[config.mk]
export PLATFORM = sky130hd
export DESIGN_NAME = fakeram_512x8_driver
export DESIGN_NICKNAME = d
export VERILOG_FILES = /design/src/rtl/fakeram_driver_pkg.sv /design/src/rtl/fakeram_rsp_fifo.sv /design/src/rtl/fakeram_512x8_driver.sv
export SDC_FILE = /design/constraint.sdc
export NUM_CORES = 1
export LEC_CHECK = 0
export ABC_AREA = 1
export ABC_CLOCK_PERIOD_IN_PS = 5600
export CORE_ASPECT_RATIO = 0.8
export CORE_MARGIN = 1
export CORE_UTILIZATION = 51
export DETAILED_ROUTE_END_ITERATION = 10
export PLACE_DENSITY = 0.85
export SLEW_MARGIN = 20
export SYNTH_ARGS = -nofsm -noshare
export SYNTH_HDL_FRONTEND = slang
export SYNTH_SLANG_ARGS = --single-unit
[constraint.sdc]
create_clock -name clk -period 5.6 [get_ports clk]
set_input_delay 1.68 -clock clk [delete_from_list [all_inputs] [get_ports clk]]
set_output_delay 1.68 -clock clk [all_outputs]
set_load 0.01 [all_outputs]
[src/rtl/fakeram_driver_pkg.sv]
// Shared definitions for the fakeram 512x8 driver slice.
//
// Holds the default RAM geometry, response buffer depth, the request record
// (we, addr, wd) and two small sizing helpers used by the driver and its
// response FIFO.
package fakeram_driver_pkg;

  localparam int BITS_DEF       = 8;
  localparam int ADDR_WIDTH_DEF = 9;
  localparam int RSP_DEPTH_DEF  = 4;

  // One request as offered on the request channel.
  typedef struct packed {
    logic                      we;
    logic [ADDR_WIDTH_DEF-1:0] addr;
    logic [BITS_DEF-1:0]       wd;
  } ram_req_t;

  // Width able to hold the values 0..depth inclusive (occupancy counters).
  function automatic int cnt_width(input int depth);
    return $clog2(depth + 1);
  endfunction

  // Width of a pointer into a depth-entry buffer (at least one bit).
  function automatic int ptr_width(input int depth);
    return (depth > 1) ? $clog2(depth) : 1;
  endfunction

endpackage

[src/rtl/fakeram_rsp_fifo.sv]
// Read-response buffer for the fakeram driver.
//
// Synchronous FIFO of DEPTH entries. Output data comes straight from the
// storage flops selected by the read pointer, so a word pushed on one edge is
// visible no earlier than the following cycle. Push and pop may coincide at
// any occupancy; the caller guarantees it never pushes into a full buffer.
// Ports:
//   clk, reset        clock, synchronous active-high reset
//   push, push_data   write one entry at the end of this cycle
//   pop               consume the head entry (ignored when empty)
//   valid, data       head entry; both forced to zero while reset is high
//   count             current occupancy 0..DEPTH
module fakeram_rsp_fifo
  import fakeram_driver_pkg::*;
#(
  parameter int WIDTH = BITS_DEF,
  parameter int DEPTH = RSP_DEPTH_DEF
) (
  input  logic                       clk,
  input  logic                       reset,
  input  logic                       push,
  input  logic [WIDTH-1:0]           push_data,
  input  logic                       pop,
  output logic                       valid,
  output logic [WIDTH-1:0]           data,
  output logic [$clog2(DEPTH+1)-1:0] count
);

  localparam int PTR_W = ptr_width(DEPTH);
  localparam int CNT_W = cnt_width(DEPTH);

  logic [WIDTH-1:0] mem [DEPTH];
  logic [PTR_W-1:0] wr_ptr;
  logic [PTR_W-1:0] rd_ptr;
  logic [CNT_W-1:0] cnt;
  logic             do_pop;

  // Pointers wrap modulo DEPTH, which need not be a power of two.
  function automatic logic [PTR_W-1:0] bump(input logic [PTR_W-1:0] p);
    return (p == PTR_W'(DEPTH - 1)) ? '0 : p + PTR_W'(1);
  endfunction

  assign do_pop = pop & (cnt != '0);

  // NOTE: the data array has no reset; clearing the pointers and count is
  // enough to make stale contents unreachable, and it keeps the array a plain
  // register file.
  always_ff @(posedge clk) begin
    if (!reset && push) begin
      mem[wr_ptr] <= push_data;
    end
  end

  // NOTE: all state updates use non-blocking assignments so every flop sees
  // the pre-edge values of the others, independent of statement order.
  always_ff @(posedge clk) begin
    if (reset) begin
      wr_ptr <= '0;
      rd_ptr <= '0;
      cnt    <= '0;
    end else begin
      if (push)   wr_ptr <= bump(wr_ptr);
      if (do_pop) rd_ptr <= bump(rd_ptr);
      unique case ({push, do_pop})
        2'b10:   cnt <= cnt + CNT_W'(1);
        2'b01:   cnt <= cnt - CNT_W'(1);
        default: cnt <= cnt;
      endcase
    end
  end

  assign valid = !reset && (cnt != '0);
  assign data  = valid ? mem[rd_ptr] : '0;
  assign count = cnt;

endmodule

[src/rtl/fakeram_512x8_driver.sv]
// Request/response driver in front of a fakeram 512x8 macro.
//
// Requests are passed straight through to the RAM on the cycle they are
// accepted. The RAM returns read data one cycle later; it is captured into a
// response FIFO and handed to the consumer in request order, at the earliest
// two cycles after the request was accepted. Writes produce no response.
// Reads are only accepted while the FIFO has room for every read still in
// flight, so read data is never dropped; writes are always accepted.
// Ports:
//   clk, reset                               clock, sync active-high reset
//   req_valid_in/req_ready_out               request handshake
//   req_we_in, req_addr_in, req_wd_in        request fields (1 = write)
//   rsp_valid_out/rsp_ready_in, rsp_rd_out   read response channel
//   ram_ce_out, ram_we_out, ram_addr_out,
//   ram_wd_out, ram_rd_in                    RAM macro pins
module fakeram_512x8_driver
  import fakeram_driver_pkg::*;
#(
  parameter int BITS       = BITS_DEF,
  parameter int ADDR_WIDTH = ADDR_WIDTH_DEF,
  parameter int RSP_DEPTH  = RSP_DEPTH_DEF
) (
  input  logic                  clk,
  input  logic                  reset,
  input  logic                  req_valid_in,
  output logic                  req_ready_out,
  input  logic                  req_we_in,
  input  logic [ADDR_WIDTH-1:0] req_addr_in,
  input  logic [BITS-1:0]       req_wd_in,
  output logic                  rsp_valid_out,
  input  logic                  rsp_ready_in,
  output logic [BITS-1:0]       rsp_rd_out,
  output logic                  ram_ce_out,
  output logic                  ram_we_out,
  output logic [ADDR_WIDTH-1:0] ram_addr_out,
  output logic [BITS-1:0]       ram_wd_out,
  input  logic [BITS-1:0]       ram_rd_in
);

  localparam int CNT_W = cnt_width(RSP_DEPTH);

  logic             accept;
  logic             pending_rd;
  logic [CNT_W-1:0] occupancy;
  logic [CNT_W:0]   credit_used;

  // Slots already spoken for: buffered words plus the read whose data the
  // RAM presents this cycle. A same-cycle pop is deliberately not credited,
  // which keeps ready off the response-ready path.
  assign credit_used   = {1'b0, occupancy} + (CNT_W + 1)'(pending_rd);
  assign req_ready_out = !reset &&
                         (req_we_in || (credit_used < (CNT_W + 1)'(RSP_DEPTH)));
  assign accept        = req_valid_in & req_ready_out;

  // RAM pins are zero whenever nothing is accepted, never floating.
  // NOTE: every output gets its default first, so no path leaves one
  // unassigned and no latch is inferred.
  always_comb begin
    ram_ce_out   = 1'b0;
    ram_we_out   = 1'b0;
    ram_addr_out = '0;
    ram_wd_out   = '0;
    if (accept) begin
      ram_ce_out   = 1'b1;
      ram_we_out   = req_we_in;
      ram_addr_out = req_addr_in;
      ram_wd_out   = req_wd_in;
    end
  end

  // Marks the cycle in which the RAM presents data for last cycle's read.
  always_ff @(posedge clk) begin
    if (reset) pending_rd <= 1'b0;
    else       pending_rd <= accept & ~req_we_in;
  end

  // ram_rd_in is only sampled when pending_rd is set; otherwise it is X.
  fakeram_rsp_fifo #(
    .WIDTH (BITS),
    .DEPTH (RSP_DEPTH)
  ) u_rsp_fifo (
    .clk       (clk),
    .reset     (reset),
    .push      (pending_rd),
    .push_data (ram_rd_in),
    .pop       (rsp_valid_out & rsp_ready_in),
    .valid     (rsp_valid_out),
    .data      (rsp_rd_out),
    .count     (occupancy)
  );

endmodule

==> results.ini <==
[status]
status = completed

[run]
max_cap_violations = 0

[power]
p_total_mw = 0.629
swShare = 0.241
p_sw_mw = 0.151
leakagePower_nw = 1.10
intPower_mw = 0.478
clkPwrFrac = 0.295
pwr-share-seq = 0.551
ir_drop_mv = 0.164
pwr-share-comb = 0.154
p_per_area_mw_per_mm2 = 232

[grt]
antenna_found_initial = 0
grt_pass1_wl_mm = 6.09
grt_pass1_vias = 1319
grt-ovfl-total = 0
grt_usage = 0.194
grt_max_degree = 19

[placement]
place_congestion = 0.826
portBuffers = 58
dp_hpwl_mm = 2.84

[logic_synthesis]
synthFlopType = edfxtp_1
ys_ff_latch = 42
async_reset_ff_frac = 0
yosys.cell_types.count = 23
yosys_warnings = 0
synth_area_mm2 = 0.00204
synth_area_per_cell_um2 = 9.81
synth_seq_area_share = 0.569
synth_top_area_share = 0.471
synth.most_common_cell = nor2_1
synthCells = 208
synth_area_leaders = edfxtp_1, dfxtp_1, nor2_1, inv_1, nor2_4
yosysTopAreaCell = edfxtp_1
netlist_top_cells_count = nor2_1, inv_1, edfxtp_1
synth_enable_flop_cells = 32
synthesis.nets = 245

[routing]
ant_nets = 0
dr.first_iter.drc_count = 109
route.detailed.drc = 0
routed_wl_mm = 3.95
num_vias = 1499
wire_per_inst_um = 12.2
via_per_inst = 4.64
drtPass1Iterations = 4

[clock_tree]
postCtsHoldBufs = 0
cts_inserted_buffers = 5
ctsLongestPathBuffers = 2
clk_pin_slew_ns = 0.07
cts_resized = 0
postCtsSetupBuffers = 0
cts_tree = yes
cts_root_buffer = clkbuf_8
clock_latency_ns = 0.28
cts_num_sinks = 42
h-tree-depth = 2

[critical_path]
r2r_cells = 13
cpPeakStageDelay_ns = 0.57
r2r_slack_ns = 3.69
crit_path_start = reset
endpoint_kind = output pin
crit_top_cell = clkdlybuf4s50_1
crit_chain = clkdlybuf4s50_1, inv_1, nand3_4, nor2_1, clkdlybuf4s50_1
crit_fanout = 18
endpoint = ram_addr_out[8]
timing.rr.end = u_rsp_fifo.count[2]
crit_buf_inv = 3
worst_setup_path_start_kind = input port
crit_arrival_ns = 3.57
critPathKind = in -> out
cp_top_family = buffers and inverters
cp_slowest_cell = clkdlybuf4s50_1
required_ns = 3.92
regToRegStartpoint = u_rsp_fifo.count[0]
crit_cells = 5

[hold_path]
hold_class = reg -> reg

[sta]
tightest_slew_ns = 0.803
maxSlewViolCount = 0
min_period_over_period = 0.937
setup_viol = 0
finalHoldViolCount = 0
finClkSkew_ns = 0.00418
fin_crit_ns = 5.25
fin_setup_tns_ns = 0
rsz0062_at_grt = false
fmax_mhz = 191
relSlewSlack = 0.463

[final_layout]
drive_gt1_frac = 0.0858
fin_nets = 304
diodes = 0
multi_input_area_um2 = 668
syn2layout_area_growth_pct = 33.1
nFillCells = 287
layout.area.seq_mm2 = 0.00116

[floorplanning]
io_pins = 59
core-area_mm2 = 0.00380
die_height_um = 58.6
dieArea_mm2 = 0.00426
die_w_um = 72.7
initial_utilization = 0.536
fp-row-count = 20

-- area by class of cell --
type,instances,area share
Timing Repair Buffer,58,0.214
Multi-Input combinational cell,120,0.246
Clock inverter,2,0.00507
Clock buffer,6,0.0267
Tap cell,55,0.0253
Sequential cell,42,0.428
Inverter,40,0.0553
-- stage by stage --
stage                      util  std cells  instance area (µm²)  hold WS (ns)  setup slack [ns]
after floorplan               -        208                 2040         0.443              1.59
after global placement    0.691        315                 2630         0.457             0.403
after detailed placement  0.691        315                 2630         0.502             0.357
after CTS                 0.714        323                 2720         0.513             0.349
after global routing      0.714        323                 2720         0.540             0.209
final                     0.714        323                 2720         0.513             0.353
-- power groups by stage --
| stage | combinational (mW) | sequential, mW | clock, mW |
|---|---|---|---|
| finish | 0.0970 | 0.347 | 0.185 |
| global route | 0.106 | 0.348 | 0.199 |
| CTS | 0.0969 | 0.347 | 0.189 |
| detailed placement | 0.0955 | 0.354 | 0 |
| global placement | 0.0930 | 0.353 | 0 |
| floorplan | 0.0509 | 0.350 | 0 |
-- worst min-delay path by stage --
stage                              startpoint                  end  depth (start not counted)
after floorplan           u_rsp_fifo.count[0]  u_rsp_fifo.count[0]                          1
after global placement    u_rsp_fifo.count[0]  u_rsp_fifo.count[0]                          1
after detailed placement  u_rsp_fifo.count[0]  u_rsp_fifo.count[0]                          1
after CTS                 u_rsp_fifo.count[0]  u_rsp_fifo.count[0]                          1
after global routing      u_rsp_fifo.count[0]  u_rsp_fifo.count[0]                          1
final                     u_rsp_fifo.count[0]  u_rsp_fifo.count[0]                          1
-- flip-flops by register name (all words and copies together), names as in the netlist, named ones only --
signal / flops
u_rsp_fifo.count: 3
u_rsp_fifo.wr_ptr: 2
pending_rd: 1
u_rsp_fifo.rd_ptr: 2
u_rsp_fifo.mem: 32
-- layout by cell type, fill, tap and decap left out --
| master | count |
|---|---|
| nor2_1 | 49 |
| a211oi_1 | 1 |
| nand4_1 | 2 |
| clkbuf_8 | 5 |
| nor2_2 | 2 |
| ha_1 | 6 |
| o21ai_0 | 19 |
| nand2_2 | 1 |
| nand3_4 | 1 |
| inv_1 | 38 |
| clkdlybuf4s50_1 | 58 |
| nand3_1 | 3 |
| fa_1 | 1 |
| clkbuf_1 | 1 |
| clkinv_4 | 1 |
| inv_2 | 2 |
| edfxtp_1 | 32 |
| a21oi_1 | 13 |
| nor2_4 | 9 |
| nand2_1 | 12 |
| nand2_4 | 1 |
| clkinv_2 | 1 |
| dfxtp_1 | 10 |
-- per-layer routing --
layer | track usage | vias up | wire length [µm]
met5 | 0 | - | 0
met4 | 0.0616 | 0 | 42
met3 | 0.0462 | 8 | 222
met2 | 0.328 | 47 | 2020
met1 | 0.250 | 671 | 1660
li1 | - | 773 | -
-- cell families (layout without fill, tap and decap cells) --
family	Yosys count	count (layout)	share of synthesized area
buffers and inverters	46	106	0.103
AO/OA/AOI/OAI	33	33	0.0822
adder cells (fa/ha/maj)	7	7	0.0466
AND/OR/NAND/NOR	80	80	0.199
flip-flops	42	42	0.569
No activity file was read; power rests on OpenSTA's default activity.
